--- src/rtl/cac_fns_dec_seq.sv ---
// Iterative Fibonacci-numeral-system CAC decoder: one codeword bit per cycle, LSB first.
module cac_fns_dec_seq #(
  parameter int unsigned N      = 8,
  parameter int unsigned DATA_W = 6,
  parameter int unsigned CNT_W  = 4
) (
  input  logic              clk,
  input  logic              rst_n,
  input  logic              in_valid,
  output logic              in_ready,
  input  logic [N-1:0]      codein,
  output logic              out_valid,
  input  logic              out_ready,
  output logic [DATA_W-1:0] dataout,
  output logic              ovf,
  output logic              busy
);

  typedef enum logic [1:0] {
    ST_IDLE = 2'd0,
    ST_RUN  = 2'd1,
    ST_DONE = 2'd2
  } state_e;

  state_e              state_q, state_d;
  logic [N-1:0]        sh_q, sh_d;
  logic [DATA_W-1:0]   acc_q, acc_d;
  logic [DATA_W-1:0]   wa_q, wa_d;
  logic [DATA_W-1:0]   wb_q, wb_d;
  logic                sat_a_q, sat_a_d;
  logic                sat_b_q, sat_b_d;
  logic                ovf_q, ovf_d;
  logic [CNT_W-1:0]    cnt_q, cnt_d;

  logic [DATA_W:0]     acc_sum;
  logic [DATA_W:0]     w_sum;
  logic                load;

  // Carry-extended adders for the accumulator and the Fibonacci weight recurrence
  assign acc_sum = {1'b0, acc_q} + {1'b0, wa_q};
  assign w_sum   = {1'b0, wa_q} + {1'b0, wb_q};

  // Handshake and status decode from the state register
  assign in_ready  = (state_q == ST_IDLE) | ((state_q == ST_DONE) & out_ready);
  assign out_valid = (state_q == ST_DONE);
  assign busy      = (state_q != ST_IDLE);
  assign load      = in_valid & in_ready;
  assign dataout   = acc_q;
  assign ovf       = ovf_q;

  // State register and datapath registers
  always_ff @(posedge clk or negedge rst_n) begin
    if (!rst_n) begin
      state_q <= ST_IDLE;
      sh_q    <= '0;
      acc_q   <= '0;
      wa_q    <= '0;
      wb_q    <= '0;
      sat_a_q <= 1'b0;
      sat_b_q <= 1'b0;
      ovf_q   <= 1'b0;
      cnt_q   <= '0;
    end else begin
      state_q <= state_d;
      sh_q    <= sh_d;
      acc_q   <= acc_d;
      wa_q    <= wa_d;
      wb_q    <= wb_d;
      sat_a_q <= sat_a_d;
      sat_b_q <= sat_b_d;
      ovf_q   <= ovf_d;
      cnt_q   <= cnt_d;
    end
  end

  // Next-state and datapath updates; an accepted word always restarts from F1/F2
  always_comb begin
    state_d = state_q;
    sh_d    = sh_q;
    acc_d   = acc_q;
    wa_d    = wa_q;
    wb_d    = wb_q;
    sat_a_d = sat_a_q;
    sat_b_d = sat_b_q;
    ovf_d   = ovf_q;
    cnt_d   = cnt_q;

    case (state_q)
      ST_RUN: begin
        if (sh_q[0]) begin
          acc_d = acc_sum[DATA_W-1:0];
          // A saturated weight means its true value alone already exceeds the range
          ovf_d = ovf_q | acc_sum[DATA_W] | sat_a_q;
        end
        sh_d    = sh_q >> 1;
        wa_d    = wb_q;
        sat_a_d = sat_b_q;
        wb_d    = w_sum[DATA_W-1:0];
        sat_b_d = sat_a_q | sat_b_q | w_sum[DATA_W];
        cnt_d   = cnt_q + CNT_W'(1);
        if (cnt_q == CNT_W'(N - 1)) begin
          state_d = ST_DONE;
        end
      end
      ST_DONE: begin
        if (out_ready && !in_valid) begin
          state_d = ST_IDLE;
        end
      end
      default: begin
      end
    endcase

    if (load) begin
      state_d = ST_RUN;
      sh_d    = codein;
      acc_d   = '0;
      wa_d    = DATA_W'(1);
      wb_d    = DATA_W'(1);
      sat_a_d = 1'b0;
      sat_b_d = 1'b0;
      ovf_d   = 1'b0;
      cnt_d   = '0;
    end
  end

endmodule

--- config.mk ---
export PLATFORM = sky130hd
export DESIGN_NAME = cac_fns_dec_seq
export DESIGN_NICKNAME = d
export VERILOG_FILES = /design/src/rtl/cac_fns_dec_seq.sv
export SDC_FILE = /design/constraint.sdc
export NUM_CORES = 1
export LEC_CHECK = 0
export ABC_AREA = 1
export CAP_MARGIN = 20
export CORE_MARGIN = 2
export CORE_UTILIZATION = 58
export CTS_BUF_LIST = sky130_fd_sc_hd__clkbuf_8
export DETAILED_ROUTE_END_ITERATION = 16
export GPL_TIMING_DRIVEN = 0
export PLACE_DENSITY = 0.82
export SLEW_MARGIN = 20
export SYNTH_ARGS = -nofsm -noshare
export SYNTH_HDL_FRONTEND = slang
export SYNTH_SLANG_ARGS = --single-unit
--- constraint.sdc ---
create_clock -name clk -period 1.65 [get_ports clk]
set_input_delay 0.33 -clock clk [delete_from_list [all_inputs] [get_ports clk]]
set_output_delay 0.33 -clock clk [all_outputs]
set_load 0.02 [all_outputs]
Word level (Yosys, flattened, before mapping)
Index checks and enable logic that the tools add are counted.
- bits in registers: 35
- input bits: 12
- output and inout bits: 10
- logic and storage cells: 55
- $add $sub $neg: 3
- equal/unequal tests: 5
- multiplexer cells: 22
- bitwise gates (word level): 7
- reductions and logical operators: 9
- operators with widths (operator ; count):
    6-bit 2-to-1 mux ; 7
    8-bit 2-to-1 mux ; 2
    6-bit by 6-bit adder with 7-bit output ; 2
    4-bit 2-to-1 mux ; 2
    1-bit 2-to-1 mux ; 7
    2-bit 2-to-1 mux ; 3
    2-bit nonzero test ; 3
    1-bit OR ; 5
    4-bit by 1-bit adder with 4-bit output (second input constant) ; 1
    4-bit by 3-bit equality test with 1-bit output (second input constant) ; 1
    2-bit one-hot mux with 2 select lines ; 1
    3-bit by 1-bit inequality test with 1-bit output (second input constant) ; 1
    3-bit inequality test (second input constant) ; 1
    3-bit AND reduction ; 1
    3-bit nonzero test ; 1
    1-bit bitwise AND ; 2
    2-bit by 1-bit equality test with 1-bit output (second input constant) ; 1
    2-bit equality test (second input constant) ; 1
    2-bit logical NOT ; 1
    2-bit AND reduction ; 1
    1-bit logical AND ; 1
    1-bit logical NOT ; 1

Longest topological paths before layout
- depth in word-level cells: 6
- depth in mapped cells: 8
- depth with buffers taken out: 8

Least setup slack after synthesis
No wires, ideal clock.
- kind: register -> register
- start: register acc_q[0] (netlist: dataout[0])
- end: register ovf_q (netlist: ovf)
- library setup time: 124 ps
- arrival: 1445 ps
- data required time: 1526 ps
- path slack: 81 ps
- cell stages (with the launch flop): 9
- path buffers: 0
- period minus slack after synthesis: 1569 ps
- cells stage by stage: dfrtp_1 ha_1 fa_1 nand2_1 nand2_1 nand3_1 nand2_1 nand2_1 a21oi_1
- cells in the longest elaborated chain, start to end: 6
- ends and longest elaborated chain (what ; line ; RTL):
    start: declaration ; 27 ; logic [DATA_W-1:0] acc_q, acc_d;
    start signal: assignment ; 56 ; acc_q <= '0;
    start signal: assignment ; 66 ; acc_q <= acc_d;
    6-bit by 6-bit adder with 7-bit output ; 40 ; assign acc_sum = {1'b0, acc_q} + {1'b0, wa_q};
    1-bit OR (2 in series) ; 93 ; ovf_d = ovf_q | acc_sum[DATA_W] | sat_a_q;
    1-bit 2-to-1 mux ; 90 ; if (sh_q[0]) begin
    1-bit 2-to-1 mux ; 88 ; case (state_q)
    1-bit 2-to-1 mux ; 114 ; if (load) begin
    end signal: assignment ; 71 ; ovf_q <= ovf_d;
    end: declaration ; 32 ; logic ovf_q, ovf_d;
No other way between the ends. The select of a mux whose other input is x is not followed.
A chain may end at the register's enable or synchronous reset.

Worst setup path after layout
- start: register ovf_q (netlist: ovf)
- end: output ovf
- RTL lines (what ; line ; RTL):
    end: declaration ; 15 ; output logic ovf,
No word-level cell between the ends.

==> results.sh <==
export IMPL_status="finished clean"
export IMPL_cp_cell_sequence="clkdlybuf4s50_1"
export IMPL_endpoint_kind="primary output"
export IMPL_grt_max_degree=21
export IMPL_synthAdderAreaFrac=0.103
export IMPL_avgRoutedWirePerCell_um=12.0
export IMPL_clock_sinks=35
export IMPL_worst_path_buf_inv=1
export IMPL_syn_to_final_growth_pct=20.3
export IMPL_clk_pin_slew_ns=0.07
export IMPL_synth_seq_cells=35
export IMPL_crit_end="ovf"
export IMPL_vias_per_cell=5.21
export IMPL_clock_fmax_mhz=615
export IMPL_slew_headroom=0.727
export IMPL_clk_latency_ns=0.29
export IMPL_drtIter0Drc=159
export IMPL_final_util=0.720
export IMPL_cp_top_family="buffers and inverters"
export IMPL_fp_dieW_um=62.2
export IMPL_hold_path_class="register to register"
export IMPL_dp_hpwl_mm=2.75
export IMPL_clock_root_buffer="clkbuf_8"
export IMPL_arrival_ns=1.29
export IMPL_overflow=0
export IMPL_pin_count=22
export IMPL_portBuffers=21
export IMPL_layout_min_cycle_time_ns=1.62
export IMPL_ys_seq_area_frac=0.446
export IMPL_drt_pass1_iter_count=4
export IMPL_synth_compound_area_share=0.0682
export IMPL_start_util=0.598
export IMPL_cts_buffers=5
export IMPL_r2r_slack_ns=0.11
export IMPL_layout_commonest_cell="nand2_1"
export IMPL_ys_types=32
export IMPL_core_area_um2=3280
export IMPL_stdcell_area_um2=2360
export IMPL_drc_errors=0
export IMPL_gp_congestion=0.833
export IMPL_drive_gt1_frac=0.123
export IMPL_vdd_ir_drop_max_mv=0.876
export IMPL_vias=1636
export IMPL_wirelength_mm=3.78
export IMPL_hold_viol_final=0
export IMPL_grt_pass1_wl_mm=7.09
export IMPL_setup_viol=0
export IMPL_finalCritPeriodShare=0.985
export IMPL_die_area_um2=3870
export IMPL_crit_fanout=3
export IMPL_critPathLaunchType="register"
export IMPL_synthCells=237
export IMPL_syn_area_per_cell_um2=8.29
export IMPL_worst_ep_required_time_ns=1.32
export IMPL_placed_area_um2=2250
export IMPL_fin_skew_ns=0.0103
export IMPL_ant_nets=0
export IMPL_cts_buffer_depth=2
export IMPL_die_h_um=62.2
export IMPL_holdWs_ns=0.482
export IMPL_synthMuxAreaShare=0
export IMPL_synth_xor_area_frac=0.00892
export IMPL_first_global_vias=1607
export IMPL_syn_nets=264
export IMPL_timing_rr_end="ovf$_DFFE_PN0P_"
export IMPL_synth_simple_area_share=0.300
export IMPL_critical_path_slowest_cell="clkdlybuf4s50_1"
export IMPL_rows=21
export IMPL_worst_slew_pin_slew_ns=0.410
export IMPL_ff2ff_path_depth=8
export IMPL_maxCapViolations=0
export IMPL_antenna_found_initial=0
export IMPL_crit_path_start="ovf$_DFFE_PN0P_"
export IMPL_htreeDepth=2
export IMPL_syn_area_um2=1960
export IMPL_p_per_area_nw_per_um2=1860
export IMPL_cts_tree="yes"
export IMPL_grt_use_total=0.230
export IMPL_reg2reg_from="wa_q[0]$_DFFE_PN0P_"
export IMPL_drv_slew=0
export IMPL_yosysWarnings=0
export IMPL_cts_setup_buffers=0
export IMPL_crit_path_max_incr_delay_ns=0.62
export IMPL_p_leak_nw=1.26
export IMPL_layout_common_cells="nand2_1, dfrtp_1, inv_1"
export IMPL_synth_top_family_by_area="simple AND/OR/NAND/NOR gates"
export IMPL_crit_type="register to primary output"
export IMPL_fin_nets=294
export IMPL_diodes=0
export IMPL_path_depth=1
==> cell families (layout without fill, tap and decap cells) <==
group	after synthesis	in the layout
and+or+nand+nor	133	133
DFF	35	35
buffers and inverters	28	59
AOI/OAI and AO/OA	24	24
adders and majority gates	15	15
xor gates and xnor gates	2	2
==> cells in the mapped netlist (all sizes together) <==
cell type,count,area [µm²]
nor3,3,15.0
or2,3,18.8
a21o,1,7.51
dfrtp,35,876
nor2,12,68.8
ha,13,163
a22oi,1,7.51
o21ai,13,68.8
nand4,3,18.8
fa,2,40.0
o211ai,1,7.51
o22ai,2,12.5
xnor2,1,8.76
nand3,20,113
nand2,92,355
xor2,1,8.76
inv,24,97.6
buf,4,47.5
a21oi,6,30.0
==> stage by stage <==
step | cells | setup WS, ns | total power [mW] | TNS, ns
2_1_floorplan | 237 | 0.0812 | 3.18 | 0
3_3_place_gp | 304 | -0.558 | 3.71 | -19.80
3_5_place_dp | 305 | -0.331 | 3.80 | -0.331
4_1_cts | 314 | 0.0120 | 4.41 | 0
5_1_grt | 314 | -0.000410 | 4.84 | -0.000410
6_report | 314 | 0.0250 | 4.40 | 0
==> timing repair <==
action                                  in CTS  in global routing
endpoints found under the setup margin       4                  8
hold endpoints to repair                    15                  0
hold buffers                                 1                  0
resized for setup                            7                 10
==> worst min-delay path by stage <==
stage / start / to / slack [ns] / cells after the start
after floorplan: rst_n / cnt_q[0]$_DFFE_PN0P_ / 0.03 / 0
after global placement: sh_q[7]$_DFFE_PN0P_ / sh_q[7]$_DFFE_PN0P_ / 0.46 / 2
after detailed placement: rst_n / wb_q[3]$_DFFE_PN0P_ / 0.28 / 1
after CTS: sh_q[7]$_DFFE_PN0P_ / sh_q[7]$_DFFE_PN0P_ / 0.48 / 2
after global routing: sh_q[7]$_DFFE_PN0P_ / sh_q[7]$_DFFE_PN0P_ / 0.49 / 2
final: sh_q[7]$_DFFE_PN0P_ / sh_q[7]$_DFFE_PN0P_ / 0.48 / 2
==> cell type report <==
cell class / count / area, µm²
Multi-Input combinational cell: 174 / 956
Fill cell: 259 / 921
Sequential cell: 35 / 877
Timing Repair Buffer: 23 / 243
Inverter: 24 / 97.6
Clock buffer: 5 / 68.8
Tap cell: 46 / 57.6
Buffer: 4 / 47.5
Clock inverter: 3 / 16.3
==> metal layers <==
metal,GRT usage,vias to the layer above,part of all wire
met2,0.368,27,0.49
met4,0.0833,0,0.016
li1,-,821,-
met5,0,-,0
met1,0.309,781,0.45
met3,0.0525,7,0.036
==> state kept, by name (all words and copies together) (netlist names) <==
signal and cells:
ovf 1, wb_q 6, state_q 2, sat_b_q 1, wa_q 6, dataout 6, sat_a_q 1, sh_q 8
cnt_q 4
==> power by group <==
group          internal (mW)  leakage (nW)  total, mW  switching, mW
registers               1.22         0.445       1.53          0.302
logic                  0.950         0.773       2.27           1.32
clock network          0.289        0.0453      0.604          0.315
==> worst reg2reg max path, stage by stage, from the launching register on <==
cell,delay [ns]
dfrtp_1,0.42
ha_2,0.22
fa_2,0.35
nand2_2,0.09
nand2_1,0.07
nand3_1,0.09
nand2_1,0.07
nand2_1,0.06
a21oi_1,0.06
Note: power is estimated with default switching activity, not from simulation.
